**src/rtl/lutram_scan_ctrl_pkg.sv**
```systemverilog
// Shared definitions for the LUTRAM scan controller: phase codes reported on
// phase_o, the controller state type and a default INIT image.
package lutram_test_pkg;

  localparam logic [1:0] PH_INIT   = 2'd0;
  localparam logic [1:0] PH_WRITE  = 2'd1;
  localparam logic [1:0] PH_VERIFY = 2'd2;
  localparam logic [1:0] PH_IDLE   = 2'd3;

  typedef enum logic [2:0] {
    ST_IDLE,
    ST_CHK_INIT,
    ST_WRITE,
    ST_VERIFY,
    ST_DONE
  } scan_state_e;

  // Reference image for boards that use the widest (256-entry) LUTRAM.
  localparam logic [255:0] DEFAULT_INIT =
    256'hDEADBEEF0150BAD0CAFEF00D0F0FFFFF0123456789ABCDEFFEDCBA9876543210;

endpackage

```
**src/rtl/lutram_scan_ctrl_if.sv**
```systemverilog
// Port bundle between the scan controller and a single-bit LUTRAM:
// shared address, write strobe, write data and asynchronous read data.
interface lutram_scan_ctrl_if #(
  parameter int ADDR_W = 6
);

  logic [ADDR_W-1:0] addr;
  logic              we;
  logic              d;
  logic              q;

  modport master (output addr, output we, output d, input q);
  modport slave  (input addr, input we, input d, output q);

endinterface

```
**src/rtl/lutram_scan_chk.sv**
```systemverilog
// Result collector shared by the INIT check and VERIFY sweeps: a saturating
// mismatch counter plus a latch holding the address of the first mismatch.
module lutram_scan_chk #(
  parameter int ADDR_W = 6,
  parameter int CNT_W  = ADDR_W + 2
) (
  input  logic              clk_i,
  input  logic              rst_ni,
  input  logic              clear_i,
  input  logic              sample_en_i,
  input  logic              mismatch_i,
  input  logic [ADDR_W-1:0] addr_i,
  output logic [CNT_W-1:0]  err_cnt_o,
  output logic              first_err_vld_o,
  output logic [ADDR_W-1:0] first_err_addr_o
);

  // Count mismatches (sticking at all-ones) and remember only the first address.
  always_ff @(posedge clk_i or negedge rst_ni) begin
    if (!rst_ni) begin
      err_cnt_o        <= '0;
      first_err_vld_o  <= 1'b0;
      first_err_addr_o <= '0;
    end else if (clear_i) begin
      err_cnt_o        <= '0;
      first_err_vld_o  <= 1'b0;
      first_err_addr_o <= '0;
    end else if (sample_en_i && mismatch_i) begin
      if (err_cnt_o != {CNT_W{1'b1}}) begin
        err_cnt_o <= err_cnt_o + CNT_W'(1);
      end
      if (!first_err_vld_o) begin
        first_err_vld_o  <= 1'b1;
        first_err_addr_o <= addr_i;
      end
    end
  end

endmodule

```
**src/rtl/lutram_scan_ctrl.sv**
```systemverilog
// Self-checking sweep sequencer for one single-bit LUTRAM.
// A start pulse walks every address once, comparing the asynchronous read
// data against EXP_INIT. With LUTRAM_SCAN_WRITE_EN defined, the sweep goes on
// to write the inverted image and re-verify it. Without the macro, the INIT
// check goes straight to DONE and the write port is held at zero.
module lutram_scan_ctrl
  import lutram_test_pkg::*;
#(
  parameter int                     ADDR_W   = 6,
  parameter logic [(2**ADDR_W)-1:0] EXP_INIT = {(2**ADDR_W){1'b0}},
  parameter int                     CNT_W    = ADDR_W + 2
) (
  input  logic               clk_i,
  input  logic               rst_ni,
  input  logic               start_i,
  input  logic               abort_i,
  lutram_scan_ctrl_if.master ram,
  output logic               busy_o,
  output logic               done_o,
  output logic               pass_o,
  output logic [CNT_W-1:0]   err_cnt_o,
  output logic               first_err_vld_o,
  output logic [ADDR_W-1:0]  first_err_addr_o,
  output logic [1:0]         phase_o
);

  scan_state_e       state_q;
  logic [ADDR_W-1:0] addr_q;
  logic              at_last;
  logic              exp_bit;
  logic              mismatch;
  logic              sample_en;
  logic              accept_start;

  assign ram.addr = addr_q;
  assign at_last  = (addr_q == {ADDR_W{1'b1}});
  assign exp_bit  = EXP_INIT[addr_q];

  // VERIFY expects the inverted image, so a read equal to the INIT bit is the error there.
  assign mismatch = (state_q == ST_VERIFY) ? (ram.q == exp_bit) : (ram.q != exp_bit);

  // An abort on the same edge freezes the results, so that edge's read is discarded.
  assign sample_en    = ((state_q == ST_CHK_INIT) || (state_q == ST_VERIFY)) && !abort_i;
  assign accept_start = start_i && !abort_i && ((state_q == ST_IDLE) || (state_q == ST_DONE));

  assign pass_o = done_o && (err_cnt_o == '0);

`ifdef LUTRAM_SCAN_WRITE_EN
  logic we_q;
  assign ram.we = we_q;
  assign ram.d  = we_q & ~exp_bit;
`else
  assign ram.we = 1'b0;
  assign ram.d  = 1'b0;
`endif

  // Sweep sequencer: one address per cycle in each phase, abort overrides everything.
  always_ff @(posedge clk_i or negedge rst_ni) begin
    if (!rst_ni) begin
      state_q <= ST_IDLE;
      addr_q  <= '0;
      busy_o  <= 1'b0;
      done_o  <= 1'b0;
      phase_o <= PH_IDLE;
`ifdef LUTRAM_SCAN_WRITE_EN
      we_q    <= 1'b0;
`endif
    end else if (abort_i) begin
      state_q <= ST_IDLE;
      busy_o  <= 1'b0;
      done_o  <= 1'b0;
      phase_o <= PH_IDLE;
`ifdef LUTRAM_SCAN_WRITE_EN
      we_q    <= 1'b0;
`endif
    end else begin
      case (state_q)
        ST_IDLE, ST_DONE: begin
          if (start_i) begin
            state_q <= ST_CHK_INIT;
            addr_q  <= '0;
            busy_o  <= 1'b1;
            done_o  <= 1'b0;
            phase_o <= PH_INIT;
          end
        end
        ST_CHK_INIT: begin
          addr_q <= addr_q + ADDR_W'(1);
          if (at_last) begin
`ifdef LUTRAM_SCAN_WRITE_EN
            state_q <= ST_WRITE;
            phase_o <= PH_WRITE;
            we_q    <= 1'b1;
`else
            state_q <= ST_DONE;
            busy_o  <= 1'b0;
            done_o  <= 1'b1;
            phase_o <= PH_IDLE;
`endif
          end
        end
`ifdef LUTRAM_SCAN_WRITE_EN
        ST_WRITE: begin
          addr_q <= addr_q + ADDR_W'(1);
          if (at_last) begin
            state_q <= ST_VERIFY;
            phase_o <= PH_VERIFY;
            we_q    <= 1'b0;
          end
        end
        ST_VERIFY: begin
          addr_q <= addr_q + ADDR_W'(1);
          if (at_last) begin
            state_q <= ST_DONE;
            busy_o  <= 1'b0;
            done_o  <= 1'b1;
            phase_o <= PH_IDLE;
          end
        end
`endif
        default: begin
          state_q <= ST_IDLE;
          busy_o  <= 1'b0;
          done_o  <= 1'b0;
          phase_o <= PH_IDLE;
        end
      endcase
    end
  end

  lutram_scan_chk #(
    .ADDR_W (ADDR_W),
    .CNT_W  (CNT_W)
  ) u_chk (
    .clk_i            (clk_i),
    .rst_ni           (rst_ni),
    .clear_i          (accept_start),
    .sample_en_i      (sample_en),
    .mismatch_i       (mismatch),
    .addr_i           (addr_q),
    .err_cnt_o        (err_cnt_o),
    .first_err_vld_o  (first_err_vld_o),
    .first_err_addr_o (first_err_addr_o)
  );

endmodule

```
**src/flat_wrapper.sv**
```systemverilog
// flat-port wrapper written by rule: the top's interface ports become plain ports
module lutram_scan_ctrl_flat import lutram_test_pkg::*;
#(
  parameter int                     ADDR_W   = 6,
  parameter logic [(2**ADDR_W)-1:0] EXP_INIT = {(2**ADDR_W){1'b0}},
  parameter int                     CNT_W    = ADDR_W + 2
)
  (clk_i, rst_ni, start_i, abort_i, busy_o, done_o, pass_o, err_cnt_o, first_err_vld_o, first_err_addr_o, phase_o, ram_addr, ram_we, ram_d, ram_q);
  lutram_scan_ctrl_if #(.ADDR_W(ADDR_W)) ram_i ();
  input  logic clk_i;
  input  logic rst_ni;
  input  logic start_i;
  input  logic abort_i;
  output logic busy_o;
  output logic done_o;
  output logic pass_o;
  output logic [CNT_W-1:0] err_cnt_o;
  output logic first_err_vld_o;
  output logic [ADDR_W-1:0] first_err_addr_o;
  output logic [1:0] phase_o;
  output wire logic [$bits(ram_i.addr)-1:0] ram_addr;
  output wire logic [$bits(ram_i.we)-1:0] ram_we;
  output wire logic [$bits(ram_i.d)-1:0] ram_d;
  input wire logic [$bits(ram_i.q)-1:0] ram_q;
  assign ram_addr = ram_i.addr;
  assign ram_we = ram_i.we;
  assign ram_d = ram_i.d;
  assign ram_i.q = ram_q;
  lutram_scan_ctrl #(.ADDR_W(ADDR_W), .EXP_INIT(EXP_INIT), .CNT_W(CNT_W)) u_core (.clk_i(clk_i), .rst_ni(rst_ni), .start_i(start_i), .abort_i(abort_i), .ram(ram_i), .busy_o(busy_o), .done_o(done_o), .pass_o(pass_o), .err_cnt_o(err_cnt_o), .first_err_vld_o(first_err_vld_o), .first_err_addr_o(first_err_addr_o), .phase_o(phase_o));
endmodule
```
**config.mk**
```make
export PLATFORM = sky130hd
export DESIGN_NAME = lutram_scan_ctrl_flat
export DESIGN_NICKNAME = d
export VERILOG_FILES = /design/src/rtl/lutram_scan_ctrl_pkg.sv /design/src/rtl/lutram_scan_ctrl_if.sv /design/src/rtl/lutram_scan_chk.sv /design/src/rtl/lutram_scan_ctrl.sv /design/src/flat_wrapper.sv
export SDC_FILE = /design/constraint.sdc
export NUM_CORES = 1
export LEC_CHECK = 0
export ABC_CLOCK_PERIOD_IN_PS = 2500
export CORE_MARGIN = 10
export CORE_UTILIZATION = 48
export DETAILED_ROUTE_END_ITERATION = 12
export MAX_ROUTING_LAYER = met4
export PLACE_DENSITY = 0.85
export SLEW_MARGIN = 10
export SYNTH_ARGS = -nofsm -noshare
export SYNTH_HDL_FRONTEND = slang
export SYNTH_HIERARCHICAL = 1
export SYNTH_SLANG_ARGS = --single-unit
```
**constraint.sdc**
```tcl
create_clock -name clk_i -period 2.5 [get_ports clk_i]
set_input_delay 0.25 -clock clk_i [delete_from_list [all_inputs] [get_ports clk_i]]
set_output_delay 0.25 -clock clk_i [all_outputs]
set_load 0.02 [all_outputs]
```
==> results list <==
* Status: finished clean
* Total half-perimeter wirelength after legalization and detailed placement: 2550 um
- Leaving out fill and tap cells, the most frequent cell in the layout is sky130_fd_sc_hd__clkdlybuf4s50_1.
* Residual DRC: 0
- Buffers & Inverters on Critical Path: 1
- Using the TritonRoute via totals, the vias-per-cell ratio works out to 5.61.
* Share of post-route cells with drive strength above 1: 0.131
* Die H: 73.1 um
- Adding up every negative setup slack in the final design gives 0 ps.
- The analysis attributes to cell leakage a power of 0.000777 uW.
- Of all nets on the critical path, the largest fanout is 10.
- In this run the register-to-register setup slack is 610 ps.
- Final setup violation count: 0
* Post-synth design cell area: 0.00136 mm2
- X dimension of the die: 73.1 um
* GRT Residual Overflow: 0
- Core area: 0.00273 mm2
* Detailed-route wire length: 3350 um
- Clock transition time at the flip-flop clock pins of the worst setup and hold paths: 140 ps
* Utilization after layout: 0.632
- Cells traversed along the worst timing path: or4_1 > nor4_2 > dlygate4sd2_1
* Power per cell area: 595 mW/mm2
* Count of antenna diodes in the layout: 0
- Each instance of the synthesized netlist takes up on average 10.1 um2.
- Fmax: ~460 MHz
- Row cnt: 19
- CTS built an H-tree with a depth of 1.
- Arrival @ worst endpoint: 1950 ps
- From synthesis to final layout, the design area changed by 27.4%.
* Unrepaired setup endpoints after global routing: false
* Headroom to the max-slew limit: 0.587
- The root buffer cell chosen for the clock tree is sky130_fd_sc_hd__clkbuf_4.
- The worst setup path is of the reg -> out kind.
- Number of vias in the routed layout: around 1100
- Capturing element type of the critical path: primary output
- Antenna violations before repair: 0
- In the synthesized netlist, the number of instances is approximately 130.
* Routability congestion estimate: between 0.8 and 0.9
- Number of warnings reported in the yosys synthesis log: 6
- Post-route clock period utilization: 0.878
* Required time at the endpoint of the critical path: 2250 ps
- In the final routed layout, each cell accounts on average for 16.8 um.
* I/O pins: 33
- Buffers inserted during clock tree synthesis total 3.
- After layout, the minimum clock period comes to ~2200 ps.
* Overall fraction of global-route tracks in use: 0.133
- Highest-count cells in the layout ignoring fill and taps: sky130_fd_sc_hd__clkdlybuf4s50_1 (29), sky130_fd_sc_hd__dfrtp_1 (24), sky130_fd_sc_hd__nor2_1 (19)
- Across the run, the number of max-cap violations was 0.
* Delay of the slowest cell on the worst path: 550 ps
- Number of buffer cells added on primary ports: 30
* TritonRoute pass-1 iters: 7
* Worst setup skew after layout: 1.17 ps
* Largest net degree at the start of global routing: 26
- For the pin with the worst max-slew slack, the measured transition is 619 ps.
- Post-CTS timing repair inserted 0 buffers for setup.
- Latest clock arrival within the worst-skew pair: just over 300 ps
* #FFs+latches synth: 25
* Via count of the first global-routing pass: ~1100
- Critical path launch point type: register
* Worst vdd ir: 0.440 mV
* Post-synth EDFFs: 0
* Number of pins with negative max-slew slack in the final report: 0
- Kind of cell adding the most delay to the critical path: simple AND/OR/NAND/NOR gates
- The number of endpoints with negative hold slack in the final report is 0.
- Largest buffer count on any clock path: 2
- Dominant synthesized flop cell: sky130_fd_sc_hd__dfrtp_1
- The initial utilization of the core area, before any placement, comes to 0.496.
* Iteration-0 DRC count of the detailed router: 82
- Layout fillers: 241
- The die covers 0.00535 mm2.
* Synth cell types: 39
* Wire length of the first global-routing pass: 5590 um
* Part of the Yosys area used for sequential elements: 0.463
- In this run the worst hold path is classified as in -> async.
* Remaining antenna violation count after routing: 0
- Clock tree from TritonCTS: done
* Async SR Flop Fraction: 1.00
- For this run, the post-layout net count is 176.
- Number of clock sinks: 25
- Worst slack on hold paths: about 280 ps
- Standard cell with the maximum stage delay on the critical path: sky130_fd_sc_hd__or4_1
path summary, 6_finish.rpt:
path	to	start	cells past startpoint
min in group clk_i	u_core/u_chk/first_err_addr_o[3]	u_core/u_chk/first_err_addr_o[3]	2
setup / recovery	pass_o	u_core/u_chk/err_cnt_o[2]	3
setup reg to reg	u_core/u_chk/err_cnt_o[0]	u_core/done_o	5
max in group asynchronous	u_core/phase_o[0]	rst_ni	2
hold reg to reg	u_core/u_chk/first_err_addr_o[3]	u_core/u_chk/first_err_addr_o[3]	2
hold / removal	u_core/ram.addr[0]	rst_ni	2
metrics by stage:
step / cell area [um2] / power [uW] / instances / setup WS (ps)
floorplan: 1360 / 699 / 135 / 652
global placement: 1700 / 836 / 195 / 388
detailed placement: 1700 / 853 / 195 / 363
CTS: 1730 / 1040 / 199 / 287
global route: 1730 / 1090 / 199 / 221
finish: 1730 / 1030 / 199 / 305
registers in the layout, indices dropped and copies added, names as in the netlist:
name and cells:
u_core/busy_o 1, u_core/done_o 1, u_core/phase_o 1, u_core/ram.addr 6, u_core/state_q 1, u_core/u_chk/err_cnt_o 8, u_core/u_chk/first_err_addr_o 6, u_core/u_chk/first_err_vld_o 1
per-layer routing:
metal | vias to the layer above | global-route usage | share of wire
met5 | - | - | 0
met1 | 531 | 0.156 | 0.43
met2 | 36 | 0.212 | 0.48
li1 | 546 | - | -
met3 | 4 | 0.0367 | 0.074
met4 | 0 | 0.0464 | 0.0087
report_power, final:
part           switching [uW]  internal [uW]
Sequential               75.0            451
Clock                     125           61.0
Combinational             166            149
Total                     366            661
worst reg2reg max path: cells and delay by family (launching register included):
kind	cells	cell delay, ps
DFF	1	460
AOI/OAI and AO/OA	1	330
and+or+nand+nor	3	630
muxes	1	380
what timing repair did:
action                     in CTS  in global routing
setup endpoints to repair       1                  0
hold endpoints to repair        0                  0
resized for setup               1                  0
hold buffers                    0                  0
logic make-up after synthesis:
logic type	after synthesis	synth area share
XOR/XNOR	3	0.0194
AND/OR/NAND/NOR	57	0.247
flip-flops	25	0.463
AO/OA/AOI/OAI	26	0.128
buffers and inverters	9	0.0360
other	1	0.00277
multiplexers	11	0.0849
adder cells (fa/ha/maj)	2	0.0185
Yosys cell counts (all sizes together), types with 3 or more instances:
master   n  area, um2
dfrtp   24        601
a21oi   12       63.8
nor2    20       77.6
nor2b    4       25.0
mux2     4       45.0
nand3    6       30.0
mux2i    7       70.1
nand2b   4       40.0
nor3     3       15.0
o21ai    4       20.0
inv      3       11.3
xnor2    3       26.3
nand2    6       22.5
and3     3       18.8
a211oi   3       32.5
buf      4       30.0
layout make-up:
class	instances	area, um2	area share
Clock inverter	1	7.51	0.00435
Timing Repair Buffer	35	337	0.195
Multi-Input combinational cell	101	683	0.396
Clock buffer	3	22.5	0.0130
Inverter	3	11.3	0.00652
Tap cell	31	38.8	0.0225
Sequential cell	25	627	0.363
Note: power is estimated with default switching activity, not from simulation.
